$ cat src/rtl/sqrt_pkg.sv
// Shared types and helpers for the square-root sequencer and its datapath.
package sqrt_pkg;

  typedef enum logic [2:0] {
    IDLE,
    CLEAR,
    ITER,
    CORR,
    DONE
  } sqrt_seq_state_e;

  // One root bit is resolved per iteration, so a DW-bit radicand needs DW/2 steps.
  function automatic int unsigned sqrt_iters(input int unsigned dw);
    return dw / 2;
  endfunction

endpackage

$ cat src/rtl/sqrt_sequencer_if.sv
// Operand/result handshake bundle between a client and the square-root sequencer.
interface sqrt_sequencer_if #(
  parameter int unsigned DW = 16
);

  logic          in_valid;
  logic [DW-1:0] in_data;
  logic          in_ready;
  logic          flush;
  logic          out_valid;
  logic          out_ready;
  logic [DW-1:0] out_root;
  logic [DW-1:0] out_rem;
  logic          out_err;

  modport master (
    output in_valid, in_data, flush, out_ready,
    input  in_ready, out_valid, out_root, out_rem, out_err
  );

  modport slave (
    input  in_valid, in_data, flush, out_ready,
    output in_ready, out_valid, out_root, out_rem, out_err
  );

endinterface

$ cat src/rtl/sqrt_sequencer.sv
// Control FSM for the iterative non-restoring square-root datapath: accepts one
// operand, steps the datapath through clear/iterate/correct, and holds the result.
module sqrt_sequencer
  import sqrt_pkg::*;
#(
  parameter int unsigned DW = 16
) (
  input  logic           clk,
  input  logic           reset,
  sqrt_sequencer_if.slave io,
  output logic           busy,
  output logic           dp_rst_n,
  output logic           dp_load,
  output logic           dp_ctrl,
  output logic [DW-1:0]  dp_d,
  output logic [DW-1:0]  dp_excounter,
  input  logic [DW-1:0]  dp_q,
  input  logic [DW-1:0]  dp_rem
);

  localparam int unsigned ITERS = sqrt_iters(DW);
  localparam int unsigned CW    = $clog2(ITERS);

  if ((DW < 4) || ((DW % 2) != 0)) begin : g_dw_check
    $error("sqrt_sequencer: DW must be even and at least 4");
  end

  sqrt_seq_state_e state_q, state_nx;
  logic [CW-1:0]   cnt_q, cnt_nx;
  logic            accept_c;
  logic            capture_c;
  logic            in_ready_nx;
  logic            out_valid_nx;
  logic            busy_nx;
  logic            dp_rst_n_nx;
  logic            dp_load_nx;
  logic            dp_ctrl_nx;

  // Next state, counter and control pins; every registered output is decoded
  // from the next state so the datapath pins come straight from flops.
  always_comb begin
    state_nx  = state_q;
    cnt_nx    = cnt_q;
    accept_c  = 1'b0;
    capture_c = 1'b0;

    case (state_q)
      IDLE: begin
        if (io.in_valid && io.in_ready) begin
          state_nx = CLEAR;
          accept_c = 1'b1;
          cnt_nx   = CW'(ITERS - 1);
        end
      end
      CLEAR: state_nx = ITER;
      ITER: begin
        if (cnt_q == '0) begin
          state_nx = CORR;
        end else begin
          cnt_nx = cnt_q - CW'(1);
        end
      end
      CORR: begin
        state_nx  = DONE;
        capture_c = 1'b1;
      end
      DONE: begin
        if (io.out_ready) begin
          state_nx = IDLE;
        end
      end
      default: state_nx = IDLE;
    endcase

    // Abort wins over every handshake; captured results are left untouched.
    if (io.flush) begin
      state_nx  = IDLE;
      cnt_nx    = '0;
      accept_c  = 1'b0;
      capture_c = 1'b0;
    end

    in_ready_nx  = (state_nx == IDLE);
    busy_nx      = (state_nx != IDLE);
    out_valid_nx = (state_nx == DONE);
    dp_rst_n_nx  = (state_nx != CLEAR);
    dp_load_nx   = !((state_nx == ITER) || (state_nx == CORR));
    dp_ctrl_nx   = (state_nx == CORR);
  end

  always_ff @(posedge clk or negedge reset) begin
    if (!reset) begin
      state_q      <= IDLE;
      cnt_q        <= '0;
      io.in_ready  <= 1'b1;
      io.out_valid <= 1'b0;
      busy         <= 1'b0;
      io.out_root  <= '0;
      io.out_rem   <= '0;
      io.out_err   <= 1'b0;
      dp_rst_n     <= 1'b0;
      dp_load      <= 1'b1;
      dp_ctrl      <= 1'b0;
      dp_d         <= '0;
    end else begin
      state_q      <= state_nx;
      cnt_q        <= cnt_nx;
      io.in_ready  <= in_ready_nx;
      io.out_valid <= out_valid_nx;
      busy         <= busy_nx;
      dp_rst_n     <= dp_rst_n_nx;
      dp_load      <= dp_load_nx;
      dp_ctrl      <= dp_ctrl_nx;
      if (accept_c) begin
        dp_d <= io.in_data;
      end
      if (capture_c) begin
        io.out_root <= dp_q;
        io.out_rem  <= dp_rem;
        io.out_err  <= dp_rem[DW-1];
      end
    end
  end

  assign dp_excounter = DW'(cnt_q);

  // Result must stay put while the consumer stalls.
  a_hold_result: assert property (@(posedge clk) disable iff (!reset)
    (io.out_valid && !io.out_ready && !io.flush) |=>
      (io.out_valid && $stable(io.out_root) && $stable(io.out_rem) && $stable(io.out_err)));

  a_ready_idle: assert property (@(posedge clk) disable iff (!reset)
    io.in_ready |-> !busy);

  a_ctrl_last: assert property (@(posedge clk) disable iff (!reset)
    dp_ctrl |-> (!dp_load && (dp_excounter == '0)));

endmodule

$ cat src/flat_wrapper.sv
// flat-port wrapper written by rule: the top's interface ports become plain ports
module sqrt_sequencer_flat import sqrt_pkg::*;
#(
  parameter int unsigned DW = 16
)
  (clk, reset, busy, dp_rst_n, dp_load, dp_ctrl, dp_d, dp_excounter, dp_q, dp_rem, io_in_valid, io_in_data, io_flush, io_out_ready, io_in_ready, io_out_valid, io_out_root, io_out_rem, io_out_err);
  sqrt_sequencer_if #(.DW(DW)) io_i ();
  input  logic clk;
  input  logic reset;
  output logic busy;
  output logic dp_rst_n;
  output logic dp_load;
  output logic dp_ctrl;
  output logic [DW-1:0] dp_d;
  output logic [DW-1:0] dp_excounter;
  input  logic [DW-1:0] dp_q;
  input  logic [DW-1:0] dp_rem;
  input wire logic [$bits(io_i.in_valid)-1:0] io_in_valid;
  input wire logic [$bits(io_i.in_data)-1:0] io_in_data;
  input wire logic [$bits(io_i.flush)-1:0] io_flush;
  input wire logic [$bits(io_i.out_ready)-1:0] io_out_ready;
  output wire logic [$bits(io_i.in_ready)-1:0] io_in_ready;
  output wire logic [$bits(io_i.out_valid)-1:0] io_out_valid;
  output wire logic [$bits(io_i.out_root)-1:0] io_out_root;
  output wire logic [$bits(io_i.out_rem)-1:0] io_out_rem;
  output wire logic [$bits(io_i.out_err)-1:0] io_out_err;
  assign io_i.in_valid = io_in_valid;
  assign io_i.in_data = io_in_data;
  assign io_i.flush = io_flush;
  assign io_i.out_ready = io_out_ready;
  assign io_in_ready = io_i.in_ready;
  assign io_out_valid = io_i.out_valid;
  assign io_out_root = io_i.out_root;
  assign io_out_rem = io_i.out_rem;
  assign io_out_err = io_i.out_err;
  sqrt_sequencer #(.DW(DW)) u_core (.clk(clk), .reset(reset), .io(io_i), .busy(busy), .dp_rst_n(dp_rst_n), .dp_load(dp_load), .dp_ctrl(dp_ctrl), .dp_d(dp_d), .dp_excounter(dp_excounter), .dp_q(dp_q), .dp_rem(dp_rem));
endmodule
$ cat config.mk
export PLATFORM = sky130hd
export DESIGN_NAME = sqrt_sequencer_flat
export DESIGN_NICKNAME = d
export VERILOG_FILES = /design/src/rtl/sqrt_pkg.sv /design/src/rtl/sqrt_sequencer_if.sv /design/src/rtl/sqrt_sequencer.sv /design/src/flat_wrapper.sv
export SDC_FILE = /design/constraint.sdc
export NUM_CORES = 1
export LEC_CHECK = 0
export ABC_AREA = 0
export CAP_MARGIN = 10
export CORE_ASPECT_RATIO = 0.8
export CORE_MARGIN = 5
export CORE_UTILIZATION = 43
export CTS_CLUSTER_DIAMETER = 80
export DETAILED_ROUTE_END_ITERATION = 10
export HOLD_SLACK_MARGIN = 0.08
export PLACE_DENSITY_LB_ADDON = 0.12
export SLEW_MARGIN = 20
export SYNTH_ARGS = -nofsm -noshare
export SYNTH_HDL_FRONTEND = slang
export SYNTH_SLANG_ARGS = --single-unit
$ cat constraint.sdc
create_clock -name clk -period 4.5 [get_ports clk]
set_input_delay 1.35 -clock clk [delete_from_list [all_inputs] [get_ports clk]]
set_output_delay 1.35 -clock clk [all_outputs]
set_load 0.005 [all_outputs]
==> out/metrics.cfg <==
[worst_setup_path]
crit_path_start_kind = input pin
cpMaxStageDelayCell = clkdlybuf4s50_1
required_ns = 4.71
path_max_fanout = 32
max_stage_delay_ns = 0.60
crit_path_cell_trace = clkdlybuf4s50_1 -> nor4bb_4 -> buf_4 -> mux2_2
r2r-start = u_core.cnt_q[0]
r2r.worst_path.cells = 6
critical_path_class = input pin to register
endpoint_kind = register
r2r_end = u_core.dp_d[3]
critPathArrivalTime_ns = 3.07
regToRegSetupSlack_ns = 2.54

[clock_tree]
cts-hold-fix-buffers = 0
clock_latency_ns = 0.33
cts_buffers = 9
cts.sinks = 60
tritoncts = yes
cts_root_buffer = clkbuf_8
cts_setup_buffers = 0
clkTransAtPathRegs_ns = 0.06
cts_resized = 0
cts_max_level = 3
clockBufferDepth = 2

[power]
powerDensity_mw_per_mm2 = 521
leakagePower_nw = 1.69
pwr-share-comb = 0.374
switching_share = 0.255
clkPwrFrac = 0.210
seqPwrFrac = 0.416
ir_worst_vdd_mv = 0.290
intPower_mw = 1.47
p_switching_mw = 0.503

[layout]
syn_to_final_growth_pct = 52.3
drive_gt1_frac = 0.250
insertedDiodeCount = 0
fillerInstances = 427
nets = 335
stdcell_area_mm2 = 0.00378

[sta]
slew_viol_final = 0
finalHoldViolations = 0
setup_viol = 0
slew_headroom = 0.496
clock.fmax_mhz = 350
clock_skew_ns = 0.00401
fin_crit_sh = 0.636
period_needed_ns = 2.86
tightest_slew_ns = 0.756
rsz0062_at_grt = no
setup_tns_ns = 0

[logic_synthesis]
yosysSeqAreaShare = 0.606
synth_top_area_share = 0.585
avgSynthCellArea_um2 = 15.0
synthTopCellsByArea = dfrtp_1 58%, mux2_2 17%, mux2_4 5.4%
synth_warnings = 0
synth_ff_type = dfrtp_1
synth-edff-count = 0
synthArstFlopShare = 1.00
synth_top_area_cell = dfrtp_1
ys_types = 32
synth_cells = 165
synth_area_mm2 = 0.00248
ys_ff_latch = 60

[die]
std_cell_rows = 24
ios = 124
core_mm2 = 0.00553
start_util = 0.449
die_width_um = 95.0
dieArea_mm2 = 0.00740
die_h_um = 78.0

[grt]
grt_max_degree = 36
grt_pass1_wl_mm = 8.84
grt.overflow.total = 0
antenna_found_initial = 0
grt.total_usage = 0.159
grt_pass1_vias = 1779

[drt]
vias_per_cell = 4.50
vias = 1628
postRouteWirelength_mm = 5.40
dr.first_iter.drc_count = 31
route.detailed.drc = 0
ant_nets = 0
drtPass1Iterations = 4
wl_per_cell_um = 14.9

[job]
cap_violations = 0

[worst_hold_path]
min_delay_path_depth = 1
min_from = u_core.io.out_root[9]
hp-class = register to register
holdPathEnd = u_core.io.out_root[9]

[placed_design]
port-buffer-count = 110
dp_hpwl_mm = 4.08
place_area_mm2 = 0.00361
gp_congestion = 0.766

[run_status]
status = complete, no violations

[worst max path at each step]
| stage | from | end | slack (ns) | depth (start not counted) |
|---|---|---|---|---|
| 6_report | io_flush | u_core.io.out_rem[15] | 1.64 | 4 |
| 5_1_grt | io_flush | u_core.io.out_root[4] | 1.55 | 4 |
| 4_1_cts | io_flush | u_core.io.out_rem[15] | 1.64 | 4 |
| 3_5_place_dp | io_flush | u_core.io.out_rem[9] | 1.28 | 4 |
| 3_3_place_gp | io_flush | u_core.io.out_rem[8] | 1.30 | 4 |
| 2_1_floorplan | io_flush | u_core.io.out_rem[14] | 1.85 | 5 |
[cells in the mapped netlist (3+ instances only)]
cell type and number:
inv_1 4, a21oi_1 3, buf_4 14, buf_2 3, nor3_1 5, dfrtp_1 58, mux2_4 9, mux2_2 37
[worst max-delay path: cells and delay by family]
family	cells	cell delay, ns
simple gates	1	0.32
mux	1	0.39
buf+inv	2	1.00
[kinds of logic (layout without fill, tap and decap cells)]
| logic type | Yosys count | in the layout | share of synthesized area |
|---|---|---|---|
| simple gates | 20 | 20 | 0.0575 |
| other cells | 1 | 13 | 0.00151 |
| fa+ha+maj | 2 | 2 | 0.0101 |
| mux | 48 | 48 | 0.231 |
| flops | 60 | 60 | 0.606 |
| xor+xnor | 2 | 2 | 0.00706 |
| compound gates | 8 | 8 | 0.0247 |
| buf+inv | 24 | 131 | 0.0620 |
[registers in the layout, indices dropped and copies added (netlist names)]
name and flops:
u_core.io.out_rem 16, u_core.dp_d 16, u_core.dp_ctrl 1, u_core.io.out_valid 1, u_core.dp_rst_n 1, u_core.io.out_root 16, u_core.dp_load 1, u_core.io.in_ready 1
u_core.state_q 3, u_core.cnt_q 3, u_core.busy 1
[power by group through the flow]
stage | clock network, mW | registers, mW | logic [mW]
floorplan | 0 | 0.835 | 0.282
global placement | 0 | 0.822 | 0.738
detailed placement | 0 | 0.827 | 0.747
CTS | 0.430 | 0.822 | 0.750
global route | 0.460 | 0.850 | 0.800
finish | 0.414 | 0.819 | 0.737
[metal layers]
| metal | vias up | part of all wire | wire length, um | track usage |
|---|---|---|---|---|
| met3 | 5 | 0.14 | 737 | 0.0986 |
| met4 | 0 | 0.0082 | 44 | 0.0519 |
| li1 | 763 | - | - | - |
| met5 | - | 0 | 0 | 0 |
| met1 | 777 | 0.42 | 2250 | 0.201 |
| met2 | 83 | 0.44 | 2360 | 0.223 |
[layout by cell type, fill, tap and decap left out, drive strengths merged]
| master | synthesis | layout |
|---|---|---|
| nand3b | 1 | 1 |
| or2 | 1 | 1 |
| xor2 | 1 | 1 |
| dfrtp | 58 | 58 |
| o21a | 1 | 1 |
| inv | 4 | 4 |
| or3 | 1 | 1 |
| a211oi | 2 | 2 |
| mux2 | 48 | 48 |
| buf | 18 | 3 |
| clkinv | 0 | 2 |
| xnor2 | 1 | 1 |
| nor2 | 3 | 3 |
| clkdlybuf4s50 | 0 | 109 |
| or3b | 1 | 1 |
| ha | 2 | 2 |
| nor4bb | 1 | 1 |
| nor3 | 7 | 7 |
| clkbuf | 2 | 13 |
| o31ai | 1 | 1 |
| nand2b | 2 | 2 |
| nor2b | 2 | 2 |
| dfstp | 2 | 2 |
| a21oi | 3 | 3 |
| nand2 | 1 | 1 |
| conb | 1 | 13 |
| o21ai | 1 | 1 |
[final cells by class]
| type | instances | area [um2] | share of cell area |
|---|---|---|---|
| Sequential cell | 60 | 1500 | 0.398 |
| Timing Repair Buffer | 112 | 1110 | 0.294 |
| Multi-Input combinational cell | 93 | 885 | 0.234 |
| Clock buffer | 13 | 159 | 0.0420 |
| Tap cell | 78 | 97.6 | 0.0258 |
| Inverter | 4 | 15.0 | 0.00397 |
| Clock inverter | 2 | 10.0 | 0.00265 |
[per-stage QoR]
step | hold WS [ns] | utilization | setup WS, ns | total power, mW | instances
after floorplan | 0.483 | - | 1.85 | 1.12 | 177
after global placement | 0.483 | 0.654 | 1.30 | 1.56 | 347
after detailed placement | 0.478 | 0.654 | 1.28 | 1.57 | 347
after CTS | 0.493 | 0.684 | 1.64 | 2.00 | 362
after global routing | 0.519 | 0.684 | 1.55 | 2.11 | 362
final | 0.488 | 0.684 | 1.64 | 1.97 | 362
(Power assumes the default switching activity.)
